==> config.mk <==
export PLATFORM = sky130hd
export DESIGN_NAME = iter_normalizer
export DESIGN_NICKNAME = d
export VERILOG_FILES = /design/src/rtl/iter_normalizer.sv
export SDC_FILE = /design/constraint.sdc
export NUM_CORES = 1
export LEC_CHECK = 0
export CAP_MARGIN = 20
export CORE_AREA = 2 2 108 110
export CTS_CLUSTER_DIAMETER = 30
export DETAILED_ROUTE_END_ITERATION = 12
export DIE_AREA = 0 0 110 112
export GPL_ROUTABILITY_DRIVEN = 0
export SYNTH_ARGS = -nofsm -noshare
export SYNTH_HDL_FRONTEND = slang
export SYNTH_SLANG_ARGS = --single-unit
==> constraint.sdc <==
create_clock -name clk -period 4.86 [get_ports clk]
set_clock_uncertainty 0.15 [all_clocks]
set_input_delay 1.458 -clock clk [delete_from_list [all_inputs] [get_ports clk]]
set_output_delay 1.458 -clock clk [all_outputs]
set_load 0.03 [all_outputs]
==> src/rtl/iter_normalizer.sv <==
// iter_normalizer: multi-cycle post-add normalizer for the FP adder.
// Ports: in_valid/in_ready take rawsum, stickyin, inexp and signin;
// out_valid/out_ready hand normsum, round, sticky, overexp, finalsign
// and the zero/denorm/overflow flags to the rounder.
module iter_normalizer #(
    parameter int WSIG = 23,
    parameter int WEXP = 8
) (
    input  logic            clk,
    input  logic            reset,
    input  logic            in_valid,
    output logic            in_ready,
    input  logic [WSIG+2:0] rawsum,
    input  logic            stickyin,
    input  logic [WEXP-1:0] inexp,
    input  logic            signin,
    output logic            out_valid,
    input  logic            out_ready,
    output logic [WSIG-1:0] normsum,
    output logic            round,
    output logic            sticky,
    output logic [WEXP-1:0] overexp,
    output logic            finalsign,
    output logic            zero,
    output logic            denorm,
    output logic            overflow
);

    localparam int WW = WSIG + 3;
    localparam int WE = WEXP + 1;

    localparam logic [WE-1:0]   EONE = WE'(1);
    localparam logic [WE-1:0]   EOVF = WE'((1 << WEXP) - 2);
    localparam logic [WEXP-1:0] XONE = WEXP'(1);

    typedef enum logic [1:0] {
        IDLE,
        SHIFT,
        DONE
    } state_t;

    state_t state, state_n;

    // working significand/exponent; e is one bit wider than the output
    logic [WW-1:0]   w, w_n;
    logic [WE-1:0]   e, e_n;
    logic            stk, stk_n;

    logic [WSIG-1:0] normsum_n;
    logic            round_n;
    logic            sticky_n;
    logic [WEXP-1:0] overexp_n;
    logic            finalsign_n;
    logic            zero_n;
    logic            denorm_n;
    logic            overflow_n;

    // one-hot terminal conditions, ordered by priority
    logic c_carry, c_zero, c_norm, c_min;

    assign c_carry = w[WW-1];
    assign c_zero  = ~c_carry & (w == '0) & ~stk;
    assign c_norm  = ~c_carry & ~c_zero & w[WW-2];
    assign c_min   = ~c_carry & ~c_zero & ~w[WW-2] & (e == EONE);

    assign in_ready  = (state == IDLE);
    assign out_valid = (state == DONE);

    always_comb begin
        state_n     = state;
        w_n         = w;
        e_n         = e;
        stk_n       = stk;
        normsum_n   = normsum;
        round_n     = round;
        sticky_n    = sticky;
        overexp_n   = overexp;
        finalsign_n = finalsign;
        zero_n      = zero;
        denorm_n    = denorm;
        overflow_n  = overflow;

        unique case (state)
            IDLE: begin
                if (in_valid) begin
                    w_n         = rawsum;
                    stk_n       = stickyin;
                    finalsign_n = signin;
                    // a zero exponent field still carries weight 1
                    e_n         = (inexp == '0) ? EONE : {1'b0, inexp};
                    zero_n      = 1'b0;
                    denorm_n    = 1'b0;
                    overflow_n  = 1'b0;
                    state_n     = SHIFT;
                end
            end

            SHIFT: begin
                unique case (1'b1)
                    c_carry: begin
                        normsum_n  = w[WW-2:2];
                        round_n    = w[1];
                        sticky_n   = w[0] | stk;
                        overexp_n  = e[WEXP-1:0];
                        overflow_n = (e == EOVF);
                        state_n    = DONE;
                    end
                    c_zero: begin
                        zero_n    = 1'b1;
                        normsum_n = '0;
                        round_n   = 1'b0;
                        sticky_n  = 1'b0;
                        overexp_n = '0;
                        state_n   = DONE;
                    end
                    c_norm: begin
                        normsum_n = w[WSIG:1];
                        round_n   = w[0];
                        sticky_n  = stk;
                        overexp_n = e[WEXP-1:0] - XONE;
                        state_n   = DONE;
                    end
                    c_min: begin
                        denorm_n  = 1'b1;
                        normsum_n = w[WSIG:1];
                        round_n   = w[0];
                        sticky_n  = stk;
                        overexp_n = '0;
                        state_n   = DONE;
                    end
                    default: begin
                        w_n = {w[WW-2:0], 1'b0};
                        e_n = e - EONE;
                    end
                endcase
            end

            DONE: begin
                if (out_ready) begin
                    state_n = IDLE;
                end
            end

            default: begin
                state_n = IDLE;
            end
        endcase
    end

    always_ff @(posedge clk or posedge reset) begin
        if (reset) begin
            state     <= IDLE;
            w         <= '0;
            e         <= '0;
            stk       <= 1'b0;
            normsum   <= '0;
            round     <= 1'b0;
            sticky    <= 1'b0;
            overexp   <= '0;
            finalsign <= 1'b0;
            zero      <= 1'b0;
            denorm    <= 1'b0;
            overflow  <= 1'b0;
        end else begin
            state     <= state_n;
            w         <= w_n;
            e         <= e_n;
            stk       <= stk_n;
            normsum   <= normsum_n;
            round     <= round_n;
            sticky    <= sticky_n;
            overexp   <= overexp_n;
            finalsign <= finalsign_n;
            zero      <= zero_n;
            denorm    <= denorm_n;
            overflow  <= overflow_n;
        end
    end

endmodule

### Yosys cells after proc, flatten, opt, wreduce, memory -nomap -nowiden

Cells that the tools add are included.

| cells by class | value |
|---|---|
| add/sub/neg operators | 2 |
| equal/unequal tests | 13 |
| muxes and demuxes | 22 |
| bitwise gates (word level) | 11 |
| reduce and logical (&&, ||, !) cells | 20 |

Operators by type and width:

| cell | number |
|---|---|
| 26-bit case mux with 2 select lines | 2 |
| 23-bit case mux with 3 select lines | 1 |
| 26-bit zero test | 1 |
| 26-bit two-way mux | 1 |
| 8-bit case mux with 3 select lines | 1 |
| 9-bit two-way mux | 2 |
| 9-bit case mux with 2 select lines | 1 |
| 2-bit != test, second input constant | 8 |
| 3-bit AND reduction | 5 |
| 9-bit by 1-bit == test with 1-bit output, second input constant | 1 |
| 9-bit by 8-bit == test with 1-bit output, second input constant | 1 |
| 9-bit by 1-bit subtractor with 9-bit output, second input constant | 1 |
| 8-bit zero test | 1 |
| 8-bit two-way mux | 1 |
| 2-bit AND reduction | 4 |
| 8-bit by 1-bit subtractor with 8-bit output, second input constant | 1 |
| 1-bit AND | 6 |
| 2-bit two-way mux | 3 |
| 1-bit case mux with 2 select lines | 3 |
| 1-bit case mux with 3 select lines | 2 |
| 2-bit case mux with 3 select lines | 1 |
| 3-bit nonzero test | 2 |
| 1-bit two-way mux | 4 |
| 1-bit inverter | 4 |
| 10 further kinds | 11 |

| storage, ports and cells | value |
|---|---|
| register bits | 75 |
| input port bits | 40 |
| output and inout bits | 39 |
| logic and storage cells | 81 |

### Logic depth before layout (Yosys ltp)

Gate-level depths: netlist (run 1).

| depth | value |
|---|---|
| depth after elaboration | 10 |
| mapped depth | 10 |
| mapped depth without buffers | 8 |

### Least setup slack after synthesis (run 1)

No wires, ideal clock.

| timing | value |
|---|---|
| path kind | input -> register |
| from | input in_valid |
| to | register e[7] |
| setup time | 0.125 ns |
| arrival time | 2.371 ns |
| data required time | 4.585 ns |
| path slack | 2.214 ns |
| stages | 6 |
| buffers on the path | 2 |
| cell sequence | and2_1 -> clkbuf_1 -> nor2_4 -> inv_2 -> buf_6 -> mux2_4 |

| on the way | value |
|---|---|
| longest elaborated chain between the ends | 2 |

Ends and longest elaborated chain:

| what | RTL line | source |
|---|---|---|
| start: declaration | 11 | `input logic in_valid,` |
| 2-bit != test (no line) | - |  |
| 3-bit AND reduction (no line) | - |  |
| end signal: assignment | 167 | `e <= e_n;` |
| end: declaration | 46 | `logic [WE-1:0] e, e_n;` |

Every way passes these cells.
A chain may end at the register's enable or synchronous reset.

### Worst setup path after layout (run 1)

| timing | value |
|---|---|
| from | register state[1] |
| to | output in_ready |

| on the way | value |
|---|---|
| longest elaborated chain between the ends | 1 |

Ends and longest elaborated chain:

| what | RTL line | source |
|---|---|---|
| start: declaration | 42 | `state_t state, state_n;` |
| start signal: assignment | 165 | `state <= state_n;` |
| 2-bit zero test | 66 | `assign in_ready = (state == IDLE);` |
| end: declaration | 12 | `output logic in_ready,` |

Every way passes these cells.

==> impl_results.md, run 1 <==
- Post-synthesis xor/xnor area fraction: 0.230%
- Worst path max stage delay: 0.70 ns
- CTS Hold Buffers Added: 0
- CP Launch Type: flip-flop
- Hold Vio Cnt, Final: 0
- Finished Layout Cells: 619
- DR pass1 iterations: 5
- ANT nets after route: 0
- Root Driver: clkbuf_16
- Post-DP Area: 4660 µm²
- CP max-delay cell: clkdlybuf4s50_1
- RSZ-0062 raised after global routing: false
- Clk slew on worst S/H paths: 0.06 ns
- Nets: 514
- EDFF count, synth: 0
- Area grow syn2layout: 31.3%
- Slew Limit Headroom: 33.2%
- Total track usage: 17.4%
- Effective utilization at floorplan: 34.1%
- Placed Cells: 603
- CP max FO: 4
- Largest net degree at the start of global routing: 76
- Buf+Inv Stages, Crit Path: 1
- Overall Power: 3840 µW
- Sequential share of the synthesized area: 49.3%
- Fraction of layout cells with a size suffix above 1: 7.35%
- Post-CTS Setup Repair Bufs: 0
- M1 WL: 4770 µm
- Largest family of logic cells by synthesized area: compound AO/OA/AOI/OAI gates
- Synthesized area: 3810 µm²
- CP endpoint kind: output port
- Mux cell area share after synthesis: 2.56%
- CP Class: reg -> out
- Net Sw Frac: 43.8%
- Yosys warns: 0
- Syn Inst Count: 407
- CTS sink cnt: 75
- Synth Area per Inst: 9.35 µm²
- Clock power share: 19.7%
- Initial antenna violation count: 0
- Min cycle time layout: 3.19 ns
- CP required: 3.25 ns
- Crit path DAT: 1.58 ns
- Post-CTS Resized: 0
- Synth Net Count: 450
- Power Density: 769 nW/µm²
- Die area: 12300 µm²
- Final core utilization: 44.7%
- DR WL/cell: 16.5 µm
- Core area: 11200 µm²
- Synth Flop Type: dfrtp_1
- Routed vias/inst: 5.24
- Peak supply drop: 358 µV
- Num CTS Buffers: 9
- Crit-path leading delay family: buffers and inverters
- Remaining Overflow, GRT: 0
- Antenna cells: 0
- DR vias: 3245
- Max-Cap Viols: 0
- Internal power: 2160 µW
- Net Sw Power: 1680 µW
- Top Metal Used: met4
- Setup TNS: 0 ns
- Static Leakage: 0.00206 µW
- Die Span X: 110 µm
- Iter 0 DRT Violations: 151
- I/O Buffers: 78
- Outcome: finished clean
- Chip height: 112 µm
- Sequential share of power: 33.3%
- Simple-gate share of the synthesized area: 15.0%
- Slew Limit Fails: 0
- Met2 wire length: 4770 µm
- Gate power share: 47.0%
- Async S/R FF share, synth: 100%
- Cells along the critical path: nor2_1 > clkdlybuf4s50_1
- Htree depth: 3
- Detailed-placement wirelength estimate: 6950 µm
- Post-layout instance area: 5000 µm²
- WL final: 10200 µm
- I/O Pins: 79
- Distinct cells, synth: 49
- # fillers: 1081
- CTS max path bufs: 2
- Fmax: 0.314 GHz
- DRC Markers: 0
- CTS tree: yes
- WL met3: 557 µm
- Number of global-route vias before repair: 3278
- Hold WC Path Type: reg -> reg
- Synth Area in Compound Gates: 24.5%
- Slew @ Worst Pin: 0.999 ns
- Flops & latches, synth: 75
- Row count: 39
- Clock insertion delay at the later pin of the skew report: 0.33 ns
- First-pass GRT wire length: 16800 µm
- Fin crit share: 65.6%
- Final setup fails: 0
- Synth Area in Adders: 0.986%
[logic make-up (layout without fill, tap and decap cells)]
kind of cell | Yosys count | count (layout)
AOI/OAI and AO/OA | 144 | 144
and+or+nand+nor | 111 | 111
DFF | 75 | 75
buffers and inverters | 64 | 133
muxes | 9 | 9
adders and majority gates | 3 | 3
xor gates and xnor gates | 1 | 1
[flip-flops by register name (all words and copies together), names as in the netlist]
register / flops
denorm: 1
normsum: 23
overexp: 8
w: 26
round: 1
state: 2
finalsign: 1
overflow: 1
e: 9
zero: 1
stk: 1
sticky: 1
[per-layer routing]
layer  vias to the layer above  global-route usage [%]
met5                         -                       0
met4                         0                    4.89
met3                         8                    3.28
met2                       100                    27.2
met1                      1555                    24.7
li1                       1582                       -
[cell type report]
type,instances,area [µm²],share of cell area [%]
Sequential cell,75,1880,37.5
Multi-Input combinational cell,268,1660,33.1
Timing Repair Buffer,83,818,16.4
Clock buffer,9,225,4.51
Tap cell,143,179,3.58
Inverter,34,128,2.55
Clock inverter,7,116,2.33
[placed cells by master (no fill, tap or decap), types with 3 or more instances in the layout]
master / count
nor3_1: 11
nor2b_1: 4
o32ai_1: 3
a21oi_1: 39
nor2_1: 37
mux2i_1: 6
clkbuf_16: 9
ha_1: 3
inv_1: 32
o21ai_1: 9
o22ai_1: 5
o21ai_0: 27
bufinv_16: 3
dfrtp_1: 75
nand4_1: 3
nand2_1: 25
nand3_1: 5
nand2b_1: 3
clkdlybuf4s50_1: 78
a2bb2oi_1: 3
a22oi_1: 43
nor4_1: 10
buf_4: 5
[tightest hold or removal path: stages (launching register included)]
cell and delay, ns:
dfrtp_1 0.34, nand2_1 0.05, nand2_1 0.06
[power by group through the flow]
stage / registers [µW] / clock network [µW] / logic [µW]
detailed placement: 1290 / 0 / 1800
floorplan: 1430 / 0 / 1040
CTS: 1280 / 775 / 1820
global route: 1330 / 802 / 1970
finish: 1280 / 757 / 1810
global placement: 1280 / 0 / 1780
[synth_stat cells (2+ instances only)]
master     number  area (µm²)
nand2b_1        3        18.8
nand4_1         3        18.8
o21ai_0        27         135
mux2_2          2        22.5
clkbuf_1       11        41.3
nor4_1         10        62.6
nor2_1         37         139
or4_1           2        15.0
nor3_1         11        55.1
nand2_1        25        93.8
nor2b_1         4        25.0
buf_2          14        70.1
a21oi_1        39         195
o32ai_1         3        26.3
a211oi_1        2        15.0
a211o_1         2        17.5
nand3_1         5        25.0
ha_1            3        37.5
and2_1          2        12.5
mux2i_1         6        60.1
a22oi_1        43         323
dfrtp_1        75        1880
nor2_4          2        22.5
a211oi_4        2        40.0
o21ai_1         9        45.0
buf_6           3        33.8
o22ai_1         5        31.3
o221ai_1        2        17.5
a2bb2oi_1       3        26.3
inv_1          33         124
[per-stage QoR]
step,hold slack [ns],setup slack (ns)
after global routing,0.376,1.58
after global placement,0.312,1.35
after detailed placement,0.323,1.32
after floorplan,0.319,1.34
after CTS,0.338,1.65
final,0.335,1.67
[worst paths after layout]
path / to / cells past startpoint / slack (ns) / start
worst max-delay path: in_ready / 2 / 1.67 / state[1]
worst min-delay path: finalsign / 2 / 0.33 / finalsign
worst max register to register: normsum[0] / 6 / 1.76 / state[0]
worst min register to register: finalsign / 2 / 0.33 / finalsign
max in group asynchronous: normsum[4] / 3 / 2.36 / reset
min in group asynchronous: w[20] / 3 / 1.58 / reset
(Power assumes the default switching activity.)
==> run 2: changes to the inputs <==
==> constraint.sdc (replaced) <==
create_clock -name clk -period 2.7 [get_ports clk]
set_clock_uncertainty 0.15 [all_clocks]
set_input_delay 0.81 -clock clk [delete_from_list [all_inputs] [get_ports clk]]
set_output_delay 0.81 -clock clk [all_outputs]
set_load 0.03 [all_outputs]
==> impl_results.md, run 2 (synthesis gave the netlist of run 1 again) <==
- CP required: 1.74 ns (-1.51 ns)
- First-pass GRT wire length: 18000 µm (+6.9%)
- Crit-path leading delay family: buffers and inverters
- Routed vias/inst: 5.33 (+1.7%)
- Initial antenna violation count: 0 (unchanged)
- DRC Markers: 0 (unchanged)
- Chip height: 112 µm (unchanged)
- Peak supply drop: 866 µV (+140%)
- Leading cell types in the layout, fill and taps excluded: clkdlybuf4s50_1, dfrtp_1, a22oi_1, a21oi_1, nor2_1
- Finished Layout Cells: 633 (+2.3%)
- Num CTS Buffers: 9 (unchanged)
- Outcome: finished clean
- Final setup fails: 0 (unchanged)
- CP Launch Type: flip-flop
- CTS sink cnt: 75 (unchanged)
- Max-Cap Viols: 0 (unchanged)
- Fraction of layout cells with a size suffix above 1: 10.0% (+2.6 points)
- DR vias: 3376 (+4.0%)
- Clock insertion delay at the later pin of the skew report: 0.34 ns (about the same)
- CP endpoint kind: output port
- Crit path DAT: 1.60 ns (+0.02 ns)
- Cells along the critical path: nor2_1 > clkdlybuf4s50_1
- Htree depth: 3 (unchanged)
- Largest register by flop count: w
- Fin crit share: 94.6%
- Hold Crit Depth: 2 (unchanged)
- Hold Vio Cnt, Final: 0 (unchanged)
- Die area: 12300 µm² (unchanged)
- Iter 0 DRT Violations: 187 (+24%)
- Nets: 528 (+2.7%)
- Critical Path Stages: 2 (unchanged)
- I/O Buffers: 78 (unchanged)
- Most common cell after layout, fill and taps aside: clkdlybuf4s50_1
- CP Class: reg -> out
- Worst reg2reg startpoint: e[1]
- WL final: 10900 µm (+6.9%)
- Row count: 39 (unchanged)
- Detailed-placement wirelength estimate: 7740 µm (+11%)
- Effective utilization at floorplan: 34.1% (unchanged)
- Clk slew on worst S/H paths: 0.06 ns (about the same)
- Remaining Overflow, GRT: 0 (unchanged)
- DR WL/cell: 17.2 µm (+4.6%)
- Area grow syn2layout: 34.5%
- CTS max path bufs: 2 (unchanged)
- Root Driver: clkbuf_16
- Min cycle time layout: 2.56 ns
- Die Span X: 110 µm (unchanged)
- Number of global-route vias before repair: 3336 (+1.8%)
- Slew Limit Fails: 0 (unchanged)
- Placed Cells: 617 (+2.3%)
- # fillers: 1041 (-3.7%)
- Total track usage: 18.9% (+1.4 points)
- CTS Hold Buffers Added: 0 (unchanged)
- Largest net degree at the start of global routing: 43 (-43%)
- ANT nets after route: 0 (unchanged)
- Max reg flops: 26 (unchanged)
- CP max-delay cell: clkdlybuf4s50_1
- Reg2Reg Depth: 7 (+1)
- Antenna cells: 0 (unchanged)
- Setup TNS: 0 ns (unchanged)
- Fmax: 0.391 GHz
- Hold_sp: finalsign
- CP max FO: 4 (unchanged)
- CTS tree: yes
- I/O Pins: 79 (unchanged)
- DR pass1 iterations: 5 (unchanged)
- RSZ-0062 raised after global routing: false
- Slew @ Worst Pin: 0.791 ns (-0.207 ns)
- Power Density: 1370 nW/µm² (+79%)
- Hold Path Sink: finalsign
- Static Leakage: 0.00213 µW (+3.2%)
- Top Registers: w (26), normsum (23), e (9)
- Slew Limit Headroom: 47.1% (+14 points)
- Core area: 11200 µm² (unchanged)
- Reg-to-reg critical path endpoint: normsum[3]
- Buf+Inv Stages, Crit Path: 1 (unchanged)
- Hold WC Path Type: reg -> reg
- Worst path max stage delay: 0.69 ns (about the same)
- Internal reg-to-reg setup slack: 0.26 ns (-1.50 ns)
run 2: cell count changes in the layout (fill, tap and decap cells not counted), sizes merged:
cell,previous run,this run
bufinv,3,1
buf,5,19
clkinv,3,5
run 2: final cells by class:
class | instances | area [µm²] | share of cell area, %
clock buffers | 9 | 225 | 4.40
clock inverters | 7 | 77.6 | 1.52
inverters | 34 | 131 | 2.57
multi-input cells | 268 | 1660 | 32.3
flip-flops and latches | 75 | 1880 | 36.7
well taps | 143 | 179 | 3.50
repair buffers | 97 | 973 | 19.0
run 2: worst register-to-register path, stage by stage, from the launching register on:
cell and delay (ns):
dfrtp_1 0.42, inv_1 0.13, ha_1 0.16, nor4b_4 0.27
a21oi_2 0.19, a211oi_4 0.67, a22oi_1 0.17, a21oi_1 0.20
run 2: timing repair:
| action | in CTS | in global routing |
|---|---|---|
| endpoints found under the setup margin | 0 | 1 |
| resized for setup | 0 | 0 |
| setup buffers | 0 | 0 |
run 2: worst max-delay path by stage:
stage                  start          end
floorplan               e[1]         e[7]
finish              state[1]     in_ready
CTS                 state[1]     in_ready
detailed placement  inexp[4]         e[0]
global placement    inexp[5]         e[0]
global route            e[1]  normsum[20]
run 2: stage by stage:
step                instance area, µm²  util [%]  hold slack, ns  total power (µW)  setup WS [ns]
finish                            5120      45.8           0.325              7030          0.145
global route                      5120      45.8           0.367              7510         0.0404
CTS                               5120      45.8           0.331              7050          0.130
detailed placement                4820      43.1           0.316              5790          0.171
global placement                  4820      43.1           0.310              5720          0.237
floorplan                         3810         -           0.319              4450          0.478
run 2: report_power, final:
part	switching [µW]	leakage (µW)	internal [µW]	total, µW
Sequential	586	0.000894	1670	2260
Combinational	2050	0.00108	1480	3530
Clock	513	0.000151	724	1240
run 2: per-layer routing:
metal,wire length (µm),global-route usage (%)
met5,0,0
met4,146,6.08
met3,677,3.75
met2,5060,28.1
met1,5000,27.4
==> run 3: changes to the inputs <==
--- a/config.mk
+++ b/config.mk
@@ -11,6 +11,8 @@
 export DETAILED_ROUTE_END_ITERATION = 12
 export DIE_AREA = 0 0 110 112
 export GPL_ROUTABILITY_DRIVEN = 0
+export GPL_TIMING_DRIVEN = 0
+export MAX_ROUTING_LAYER = met4
 export SYNTH_ARGS = -nofsm -noshare
 export SYNTH_HDL_FRONTEND = slang
 export SYNTH_SLANG_ARGS = --single-unit
==> impl_results.md, run 3 (synthesis gave the netlist of run 1 again) <==
- PnR worst setup slack: 0.129 ns (-0.0160 ns)
- Post-DP Area: 4810 µm² (-0.13%)
- Nets: 541 (+2.5%)
- Outcome: finished clean
- DR WL/cell: 18.0 µm (+4.8%)
- CTS tree: yes
- Initial antenna violation count: 0 (unchanged)
- Slew @ Worst Pin: 0.608 ns (-0.184 ns)
- Reg2Reg Depth: 7 (unchanged)
- CTS sink cnt: 75 (unchanged)
- Fmax: 0.389 GHz (-0.62%)
- Num CTS Buffers: 9 (unchanged)
- CTS max path bufs: 2 (unchanged)
- RSZ-0062 raised after global routing: false
- # fillers: 1079 (+3.7%)
- Detailed-placement wirelength estimate: 8400 µm (+8.7%)
- Total track usage: 20.2% (+1.4 points)
- Largest register by flop count: w
- Power Density: 1370 nW/µm² (about the same)
- CP required: 1.74 ns (about the same)
- Largest net degree at the start of global routing: 37 (-14%)
- Hold WC Path Type: reg -> reg
- Antenna cells: 0 (unchanged)
- Root Driver: clkbuf_16
- Chip height: 112 µm (unchanged)
- Multi-input gate area: 1650 µm² (-0.45%)
- Slew Limit Headroom: 59.5% (+12 points)
- Static Leakage: 0.00213 µW (+0.34%)
- WL final: 11700 µm (+7.0%)
- Number of global-route vias before repair: 3511 (+5.2%)
- Final core utilization: 45.8% (-0.056 points)
- CP endpoint kind: output port
- Hold Crit Depth: 2 (unchanged)
- Post-CTS Setup Repair Bufs: 0 (unchanged)
- Most used routing layer: met2
- Routing usage on met1: 28.5% (+1.1 points)
- Crit path DAT: 1.61 ns (about the same)
- Post-place setup slack: -0.0960 ns (-0.267 ns)
- ANT nets after route: 0 (unchanged)
- Placed Cells: 630 (+2.1%)
- Core area: 11200 µm² (unchanged)
- Remaining Overflow, GRT: 0 (unchanged)
- DR vias: 3454 (+2.3%)
- DR pass1 iterations: 5 (unchanged)
- Fin crit share: 95.2% (+0.59 points)
- CP Launch Type: flip-flop
- Internal reg-to-reg setup slack: 0.18 ns (-0.08 ns)
- Clock insertion delay at the later pin of the skew report: 0.34 ns (about the same)
- Post-layout instance area: 5110 µm² (-0.12%)
- GR Util met3: 3.28% (-0.47 points)
- Routed vias/inst: 5.35 (+0.25%)
- CP max FO: 4 (unchanged)
- Min cycle time layout: 2.57 ns (+0.0160 ns)
- Die Span X: 110 µm (unchanged)
- CP Class: reg -> out
- Htree depth: 3 (unchanged)
- Area grow syn2layout: 34.3%
- I/O Pins: 79 (unchanged)
- First-pass GRT wire length: 18600 µm (+3.5%)
- Slew Limit Fails: 0 (unchanged)
- Peak supply drop: 611 µV (-29%)
- Effective utilization at floorplan: 34.1% (unchanged)
- Final setup fails: 0 (unchanged)
- Iter 0 DRT Violations: 278 (+49%)
- Top Registers: w (26), normsum (23), e (9)
- Max-Cap Viols: 0 (unchanged)
- Fraction of layout cells with a size suffix above 1: 10.1% (+0.14 points)
- Met2 usage: 30.6% (+2.5 points)
- Max reg flops: 26 (unchanged)
- Most common cell after layout, fill and taps aside: clkdlybuf4s50_1
- Reg area: 1880 µm² (unchanged)
- I/O Buffers: 78 (unchanged)
- Hold Vio Cnt, Final: 0 (unchanged)
- Finished Layout Cells: 646 (+2.1%)
- Clk slew on worst S/H paths: 0.06 ns (about the same)
- DRC Markers: 0 (unchanged)
- Leading cell types in the layout, fill and taps excluded: clkdlybuf4s50_1, dfrtp_1, a22oi_1, a21oi_1, nor2_1
- Row count: 39 (unchanged)
- Die area: 12300 µm² (unchanged)
run 3: area by class of cell:
cell class,instances,area share [%]
Tap cell,143,3.50
Buffer,30,3.03
Inverter,34,2.57
Clock buffer,9,4.41
Clock inverter,7,1.49
Sequential cell,75,36.7
Multi-Input combinational cell,268,32.2
Timing Repair Buffer,80,16.1
run 3: stage by stage:
| step | total power (µW) | hold slack [ns] | TNS [ns] |
|---|---|---|---|
| after floorplan | 4450 | 0.319 | 0 |
| final | 7020 | 0.329 | 0 |
| after global placement | 5710 | 0.316 | -3.50 |
| after global routing | 7480 | 0.368 | 0 |
| after detailed placement | 5760 | 0.317 | -1.35 |
| after CTS | 7020 | 0.332 | 0 |
run 3: where the power goes:
part	internal, µW	leakage (µW)	switching [µW]	total, µW
clock	721	0.000142	502	1220
sequential	1670	0.000894	553	2220
combinational	1410	0.00110	2160	3580
total	3800	0.00213	3220	7020
run 3: path summary, 6_finish.rpt:
check                              end  startpoint
max reg2reg                normsum[12]        e[1]
min reg2reg                  finalsign   finalsign
min in group asynchronous        w[20]       reset
max in group asynchronous  normsum[22]       reset
min                          finalsign   finalsign
max                           in_ready    state[1]
run 3: worst max-delay path: stages (launching register included):
cell,delay (ns)
dfrtp_1,0.40
nor2_1,0.18
clkdlybuf4s50_1,0.70
run 3: repair_timing:
item                       CTS  global route
hold buffers                 0             0
gates resized for setup      0             2
setup endpoints to repair    0             7
run 3: layer usage:
layer | vias to the layer above | part of all wire, %
li1 | 1639 | -
met3 | 6 | 6.0
met1 | 1679 | 46
met4 | 0 | 0.71
met5 | - | 0
met2 | 130 | 48
